**src/rtl/cpu_run_ctrl_pkg.sv**
```systemverilog
// cpu_ctrl_pkg: shared types and address constants for the CPU run/stall
// sequencer. The reset vector and halt address defaults are also used by the
// datapath PC-next mux so both sides agree on the boot and stop addresses.
package cpu_ctrl_pkg;

    typedef enum logic [2:0] {
        RST   = 3'd0,
        BOOT  = 3'd1,
        RUN   = 3'd2,
        WAIT  = 3'd3,
        HALT  = 3'd4,
        ERROR = 3'd5
    } run_state_t;

    localparam logic [31:0] RESET_VECTOR_DEFAULT = 32'hBFC0_0000;
    localparam logic [31:0] HALT_ADDR_DEFAULT    = 32'h0000_0000;

    // A data stall only counts when the current instruction touches data memory.
    function automatic logic stall_of(input logic instr_wait, input logic rd,
                                      input logic wr, input logic data_wait);
        return instr_wait | ((rd | wr) & data_wait);
    endfunction

endpackage

```
**src/rtl/cpu_run_ctrl_if.sv**
```systemverilog
// cpu_run_ctrl_if: datapath <-> run controller signal bundle.
//   master : datapath side, drives clk_enable, wait requests, data access
//            flags and pc_current; receives the enables and status.
//   slave  : controller side (cpu_run_ctrl).
//   stall_cycles is CNT_W wide and must match the controller's CNT_W.
interface cpu_run_ctrl_if #(
    parameter int CNT_W = 32
);
    logic             clk_enable;
    logic             instr_waitrequest;
    logic             data_read;
    logic             data_write;
    logic             data_waitrequest;
    logic [31:0]      pc_current;
    logic             boot_sel;
    logic             stage_en;
    logic             rf_we_en;
    logic             active;
    logic             timeout_err;
    logic [CNT_W-1:0] stall_cycles;

    modport master (
        output clk_enable, instr_waitrequest, data_read, data_write,
               data_waitrequest, pc_current,
        input  boot_sel, stage_en, rf_we_en, active, timeout_err, stall_cycles
    );

    modport slave (
        input  clk_enable, instr_waitrequest, data_read, data_write,
               data_waitrequest, pc_current,
        output boot_sel, stage_en, rf_we_en, active, timeout_err, stall_cycles
    );
endinterface

```
**src/rtl/cpu_run_ctrl_stall_timer.sv**
```systemverilog
// stall_timer: consecutive-stall counter plus saturating total-stall counter.
//   clk, reset : rising-edge clock, synchronous active-low reset (clears both)
//   en         : global enable; both counters hold when low
//   clr        : clear the consecutive counter (non-stalled advance)
//   inc        : one more stalled cycle (bumps both counters)
//   tc         : consecutive count has reached TIMEOUT-1
//   total      : total stalled cycles since reset, sticks at all-ones
module stall_timer #(
    parameter int TIMEOUT = 1024,
    parameter int CNT_W   = 32
) (
    input  logic             clk,
    input  logic             reset,
    input  logic             en,
    input  logic             clr,
    input  logic             inc,
    output logic             tc,
    output logic [CNT_W-1:0] total
);
    localparam int CW = $clog2(TIMEOUT);

    logic [CW-1:0]    consec_q;
    logic [CNT_W-1:0] total_q;

    always_ff @(posedge clk) begin
        if (!reset) begin
            consec_q <= '0;
            total_q  <= '0;
        end else if (en) begin
            if (clr) begin
                consec_q <= '0;
            end else if (inc) begin
                consec_q <= consec_q + CW'(1);
            end
            if (inc && (total_q != '1)) begin
                total_q <= total_q + CNT_W'(1);
            end
        end
    end

    assign tc    = (consec_q == CW'(TIMEOUT - 1));
    assign total = total_q;
endmodule

```
**src/rtl/cpu_run_ctrl.sv**
```systemverilog
// cpu_run_ctrl: run/stall sequencer for the Harvard MIPS datapath.
// Sequences reset hold, a one-cycle boot load of RESET_VECTOR, normal run,
// memory-wait stalls, halt on reaching HALT_ADDR and a stall-timeout error.
//   clk, reset : rising-edge clock, synchronous active-low reset
//   bus        : cpu_run_ctrl_if.slave (enables in, PC/stage enables and
//                status out)
//
// state | meaning
// RST   | held in reset, PC mux forced to reset vector, nothing advances
// BOOT  | single cycle, PC loads RESET_VECTOR
// RUN   | executing, last cycle advanced
// WAIT  | executing, last cycle stalled on memory
// HALT  | PC reached HALT_ADDR, frozen until reset
// ERROR | stall lasted TIMEOUT cycles, frozen until reset
module cpu_run_ctrl
    import cpu_ctrl_pkg::*;
#(
    parameter logic [31:0] RESET_VECTOR = RESET_VECTOR_DEFAULT,
    parameter logic [31:0] HALT_ADDR    = HALT_ADDR_DEFAULT,
    parameter int          TIMEOUT      = 1024,
    parameter int          CNT_W        = 32
) (
    input  logic               clk,
    input  logic               reset,
    cpu_run_ctrl_if.slave      bus
);
    // RESET_VECTOR itself is muxed in by the datapath; boot_sel selects it.
    localparam logic [31:0] BOOT_PC = RESET_VECTOR;

    run_state_t state_q, state_d;
    logic       stall, at_halt, tc, t_clr, t_inc;
    logic       boot_sel, stage_en, rf_we_en, active, timeout_err;
    logic [CNT_W-1:0] total;
    logic       unused_boot_pc;

    assign unused_boot_pc = ^BOOT_PC;

    assign stall   = stall_of(bus.instr_waitrequest, bus.data_read,
                              bus.data_write, bus.data_waitrequest);
    assign at_halt = (bus.pc_current == HALT_ADDR);

    stall_timer #(
        .TIMEOUT (TIMEOUT),
        .CNT_W   (CNT_W)
    ) u_timer (
        .clk   (clk),
        .reset (reset),
        .en    (bus.clk_enable),
        .clr   (t_clr),
        .inc   (t_inc),
        .tc    (tc),
        .total (total)
    );

    always_ff @(posedge clk) begin
        if (!reset) begin
            state_q <= RST;
        end else begin
            state_q <= state_d;
        end
    end

    always_comb begin
        state_d = state_q;
        t_clr   = 1'b0;
        t_inc   = 1'b0;
        if (bus.clk_enable) begin
            case (state_q)
                RST:  state_d = BOOT;
                BOOT: state_d = RUN;
                RUN, WAIT: begin
                    // Halt wins over a pending stall so the halted PC never advances.
                    if (at_halt) begin
                        state_d = HALT;
                    end else if (stall && tc) begin
                        state_d = ERROR;
                    end else if (stall) begin
                        state_d = WAIT;
                        t_inc   = 1'b1;
                    end else begin
                        state_d = RUN;
                        t_clr   = 1'b1;
                    end
                end
                default: state_d = state_q;
            endcase
        end
    end

    always_comb begin
        boot_sel    = 1'b0;
        stage_en    = 1'b0;
        rf_we_en    = 1'b0;
        active      = 1'b0;
        timeout_err = 1'b0;
        case (state_q)
            RST: boot_sel = 1'b1;
            BOOT: begin
                boot_sel = 1'b1;
                stage_en = bus.clk_enable;
                active   = 1'b1;
            end
            RUN, WAIT: begin
                active   = 1'b1;
                stage_en = bus.clk_enable & ~stall & ~at_halt;
                rf_we_en = stage_en;
            end
            ERROR:   timeout_err = 1'b1;
            default: ;
        endcase
    end

    assign bus.boot_sel     = boot_sel;
    assign bus.stage_en     = stage_en;
    assign bus.rf_we_en     = rf_we_en;
    assign bus.active       = active;
    assign bus.timeout_err  = timeout_err;
    assign bus.stall_cycles = total;
endmodule

```
**src/flat_wrapper.sv**
```systemverilog
// flat-port wrapper written by rule: the top's interface ports become plain ports
module cpu_run_ctrl_flat import cpu_ctrl_pkg::*;
#(
    parameter logic [31:0] RESET_VECTOR = RESET_VECTOR_DEFAULT,
    parameter logic [31:0] HALT_ADDR    = HALT_ADDR_DEFAULT,
    parameter int          TIMEOUT      = 1024,
    parameter int          CNT_W        = 32
)
  (clk, reset, bus_clk_enable, bus_instr_waitrequest, bus_data_read, bus_data_write, bus_data_waitrequest, bus_pc_current, bus_boot_sel, bus_stage_en, bus_rf_we_en, bus_active, bus_timeout_err, bus_stall_cycles);
  cpu_run_ctrl_if #(.CNT_W(CNT_W)) bus_i ();
  input  logic clk;
  input  logic reset;
  input wire logic [$bits(bus_i.clk_enable)-1:0] bus_clk_enable;
  input wire logic [$bits(bus_i.instr_waitrequest)-1:0] bus_instr_waitrequest;
  input wire logic [$bits(bus_i.data_read)-1:0] bus_data_read;
  input wire logic [$bits(bus_i.data_write)-1:0] bus_data_write;
  input wire logic [$bits(bus_i.data_waitrequest)-1:0] bus_data_waitrequest;
  input wire logic [$bits(bus_i.pc_current)-1:0] bus_pc_current;
  output wire logic [$bits(bus_i.boot_sel)-1:0] bus_boot_sel;
  output wire logic [$bits(bus_i.stage_en)-1:0] bus_stage_en;
  output wire logic [$bits(bus_i.rf_we_en)-1:0] bus_rf_we_en;
  output wire logic [$bits(bus_i.active)-1:0] bus_active;
  output wire logic [$bits(bus_i.timeout_err)-1:0] bus_timeout_err;
  output wire logic [$bits(bus_i.stall_cycles)-1:0] bus_stall_cycles;
  assign bus_i.clk_enable = bus_clk_enable;
  assign bus_i.instr_waitrequest = bus_instr_waitrequest;
  assign bus_i.data_read = bus_data_read;
  assign bus_i.data_write = bus_data_write;
  assign bus_i.data_waitrequest = bus_data_waitrequest;
  assign bus_i.pc_current = bus_pc_current;
  assign bus_boot_sel = bus_i.boot_sel;
  assign bus_stage_en = bus_i.stage_en;
  assign bus_rf_we_en = bus_i.rf_we_en;
  assign bus_active = bus_i.active;
  assign bus_timeout_err = bus_i.timeout_err;
  assign bus_stall_cycles = bus_i.stall_cycles;
  cpu_run_ctrl #(.RESET_VECTOR(RESET_VECTOR), .HALT_ADDR(HALT_ADDR), .TIMEOUT(TIMEOUT), .CNT_W(CNT_W)) u_core (.clk(clk), .reset(reset), .bus(bus_i));
endmodule
```
**config.mk**
```make
export PLATFORM = sky130hd
export DESIGN_NAME = cpu_run_ctrl_flat
export DESIGN_NICKNAME = d
export VERILOG_FILES = /design/src/rtl/cpu_run_ctrl_pkg.sv /design/src/rtl/cpu_run_ctrl_if.sv /design/src/rtl/cpu_run_ctrl_stall_timer.sv /design/src/rtl/cpu_run_ctrl.sv /design/src/flat_wrapper.sv
export SDC_FILE = /design/constraint.sdc
export NUM_CORES = 1
export LEC_CHECK = 0
export CAP_MARGIN = 20
export CORE_ASPECT_RATIO = 1.25
export CORE_MARGIN = 5
export CORE_UTILIZATION = 40
export CTS_BUF_LIST = sky130_fd_sc_hd__clkbuf_8
export DETAILED_ROUTE_END_ITERATION = 12
export GPL_TIMING_DRIVEN = 0
export HOLD_SLACK_MARGIN = 0.12
export PLACE_DENSITY = 0.7
export REMOVE_ABC_BUFFERS = 1
export SYNTH_ARGS = -nofsm -noshare
export SYNTH_HDL_FRONTEND = slang
export SYNTH_SLANG_ARGS = --single-unit
```
**constraint.sdc**
```tcl
create_clock -name clk -period 4.08 [get_ports clk]
set_input_delay 1.02 -clock clk [delete_from_list [all_inputs] [get_ports clk]]
set_output_delay 1.02 -clock clk [all_outputs]
set_load 0.01 [all_outputs]
```
==> flow_metrics.tcl <==
set metrics [dict create \
    synth_top_area_share 0.371 \
    grt_pass1_wl_um 10300 \
    p_sw_uw 190 \
    rsz0062_at_grt "false" \
    switching_share 0.221 \
    dpl-instance-area_um2 3250 \
    via_per_inst 5.30 \
    p_seq_frac 0.517 \
    pin_count 76 \
    finalSetupViolCount 0 \
    die_area_um2 7750 \
    crit_required_ps 3060 \
    yosysWarnings 0 \
    maxCapViolCount 0 \
    wl_per_cell_um 14.0 \
    crit_start "bus_pc_current[1]" \
    r2r_slack_ps 1610 \
    cts.path.max_buffers 2 \
    clkTransAtPathRegs_ps 90 \
    hpwl_um 4730 \
    ys_top_cells_by_area "dfxtp_1 (37%), nand4_1 (5.7%), mux2i_1 (5.4%)" \
    diodes 0 \
    endpoint_kind "primary output" \
    holdWs_ps 494 \
    synth_ff_type "dfxtp_1" \
    post-route-min-period_ps 3880 \
    postCtsHoldBufs 0 \
    dr_total_vias 2391 \
    synth_edf_count 0 \
    fillCellCount 551 \
    hold_viol 0 \
    synth_top_cells_by_count "dfxtp_1 (45), nor2_1 (31), nand2_1 (30), nand4_1 (22), a21oi_1 (17)" \
    synth_area_um2 2430 \
    fin_crit_sh 0.951 \
    wl_um 6300 \
    die_w_um 79.7 \
    syn_to_final_growth_pct 38.7 \
    first_pass_iters 4 \
    clock.fmax_mhz 258 \
    slew_violations 0 \
    p_int_uw 670 \
    synth_top_cell_by_area "dfxtp_1" \
    yosysMostFrequentCell "dfxtp_1" \
    grt_start_max_net_pins 19 \
    async_flop_share 0 \
    r2r-start "u_core.state_q[2]$_SDFFE_PN0P_" \
    finalClockSkew_ps 12.0 \
    fin_nets 409 \
    synth.avg_cell_area_um2 8.27 \
    synth_seq_cells 45 \
    hp-class "flop to flop" \
    postSynthCellCount 294 \
    rows 31 \
    fp.dieH_um 97.2 \
    reg2reg_to "u_core.u_timer.total[21]$_SDFFE_PN0P_" \
    power.density_nw_per_um2 255 \
    cts_tree "built" \
    drt_iter0_markers 105 \
    synthDistinctLibCells 43 \
    cp_max_fo 3 \
    cts_sinks 45 \
    final_area_um2 3370 \
    grt_antenna_before_repair 0 \
    drive_gt1_frac 0.0596 \
    worst_setup_path_start_kind "input port" \
    status "finished, final reports clean" \
    ant_nets 0 \
    endpoint "bus_stage_en" \
    io_buffer_count 75 \
    peakVddDrop_mv 0.194 \
    criticalPathCategory "input port to primary output" \
    drc 0 \
    clock_latency_ps 310 \
    tightest_slew_ps 904 \
    start_util 0.415 \
    leakagePower_uw 0.00114 \
    total_power_uw 860 \
    arrival_ps 2860 \
    htree_levels 2 \
    first_global_vias 2249 \
    cts-root-buf "clkbuf_8" \
    grt-ovfl-total 0 \
    relSlewSlack 0.397 \
    clockPowerShare 0.393 \
    reg2reg_depth 5 \
    gp_congestion 0.763 \
    coreArea_um2 5860 \
    setup_tns_ps 0 \
    ys_seq_area_frac 0.371 \
    combPwrFrac 0.090 \
    grt.total_usage 0.163 \
    numCtsBuffers 5 \
]
==> cell families (layout without fill, tap and decap cells) <==
kind of cell,Yosys count,after routing,synth area share
buffers and inverters,19,94,0.0340
multiplexers,13,13,0.0535
flip-flops,45,45,0.371
XOR/XNOR,14,14,0.0504
AO/OA/AOI/OAI,38,38,0.0993
AND/OR/NAND/NOR,163,163,0.382
adder cells (fa/ha/maj),2,2,0.0103
==> layout make-up <==
class	instances	area [um^2]	area share
Inverter	9	33.8	0.0100
Clock buffer	5	68.8	0.0204
Clock inverter	3	42.5	0.0126
Multi-Input combinational cell	230	1450	0.430
Sequential cell	45	901	0.267
Tap cell	82	103	0.0304
Timing Repair Buffer	77	773	0.229
==> power groups by stage <==
stage          clock network (uW)  registers (uW)  logic (uW)
3_3_place_gp                    0             455        75.4
5_1_grt                       369             445        84.7
4_1_cts                       347             444        78.4
3_5_place_dp                    0             455        78.1
2_1_floorplan                   0             454        23.3
6_report                      338             444        77.8
==> state kept, by name (all words and copies together) (netlist names) <==
name and flops:
u_core.u_timer.consec_q 10, u_core.u_timer.total 32, u_core.state_q 3
==> per-stage QoR <==
step,instances,utilization,worst slack (ps)
after floorplan,284,-,1160
after global placement,441,0.552,151
after detailed placement,442,0.555,114
after CTS,450,0.574,114
after global routing,451,0.576,17.1
final,451,0.576,199
==> worst max-delay path: stages <==
cell and delay, ps:
clkdlybuf4s50_1 410, nor4_1 290, nand4_1 220, nor2_2 180
nor2_1 60, a21oi_1 140, nor2_1 60, clkdlybuf4s50_1 480
==> metal layers <==
layer,GRT usage,wire (um),up-vias
li1,-,-,1206
met5,0,0,-
met3,0.0399,379,7
met4,0.0715,100,0
met2,0.277,3150,69
met1,0.192,2670,1109
==> layout by cell type (no fill, tap or decap), types with 3 or more instances in the layout <==
| cell | netlist | layout |
|---|---|---|
| a21o_1 | 3 | 3 |
| a21oi_1 | 17 | 17 |
| and3_1 | 10 | 10 |
| and4_1 | 3 | 3 |
| clkbuf_8 | 0 | 5 |
| clkdlybuf4s50_1 | 0 | 75 |
| dfxtp_1 | 45 | 45 |
| inv_1 | 8 | 9 |
| mux2i_1 | 13 | 13 |
| nand2_1 | 30 | 30 |
| nand2b_1 | 16 | 16 |
| nand3_1 | 11 | 11 |
| nand4_1 | 22 | 22 |
| nor2_1 | 31 | 30 |
| nor3_1 | 7 | 7 |
| nor4_1 | 15 | 15 |
| o21a_1 | 3 | 3 |
| o21ai_0 | 6 | 6 |
| xnor2_1 | 11 | 11 |
| xor2_1 | 3 | 3 |
==> how the worst min path moves through the flow <==
stage	start	end	slack (ps)	cells after the start
after floorplan	u_core.u_timer.consec_q[1]$_SDFFE_PN0P_	u_core.u_timer.consec_q[1]$_SDFFE_PN0P_	470	2
after global placement	u_core.u_timer.total[9]$_SDFFE_PN0P_	u_core.u_timer.total[9]$_SDFFE_PN0P_	480	2
after detailed placement	u_core.u_timer.total[9]$_SDFFE_PN0P_	u_core.u_timer.total[9]$_SDFFE_PN0P_	490	2
after CTS	u_core.u_timer.total[9]$_SDFFE_PN0P_	u_core.u_timer.total[9]$_SDFFE_PN0P_	500	2
after global routing	u_core.u_timer.total[21]$_SDFFE_PN0P_	u_core.u_timer.total[21]$_SDFFE_PN0P_	530	2
final	u_core.u_timer.total[9]$_SDFFE_PN0P_	u_core.u_timer.total[9]$_SDFFE_PN0P_	490	2
==> repair_timing <==
item | 4_1_cts | 5_1_grt
endpoints found under the setup margin | 0 | 1
resized for setup | 0 | 1
setup buffers | 0 | 1
(Power assumes the default switching activity.)
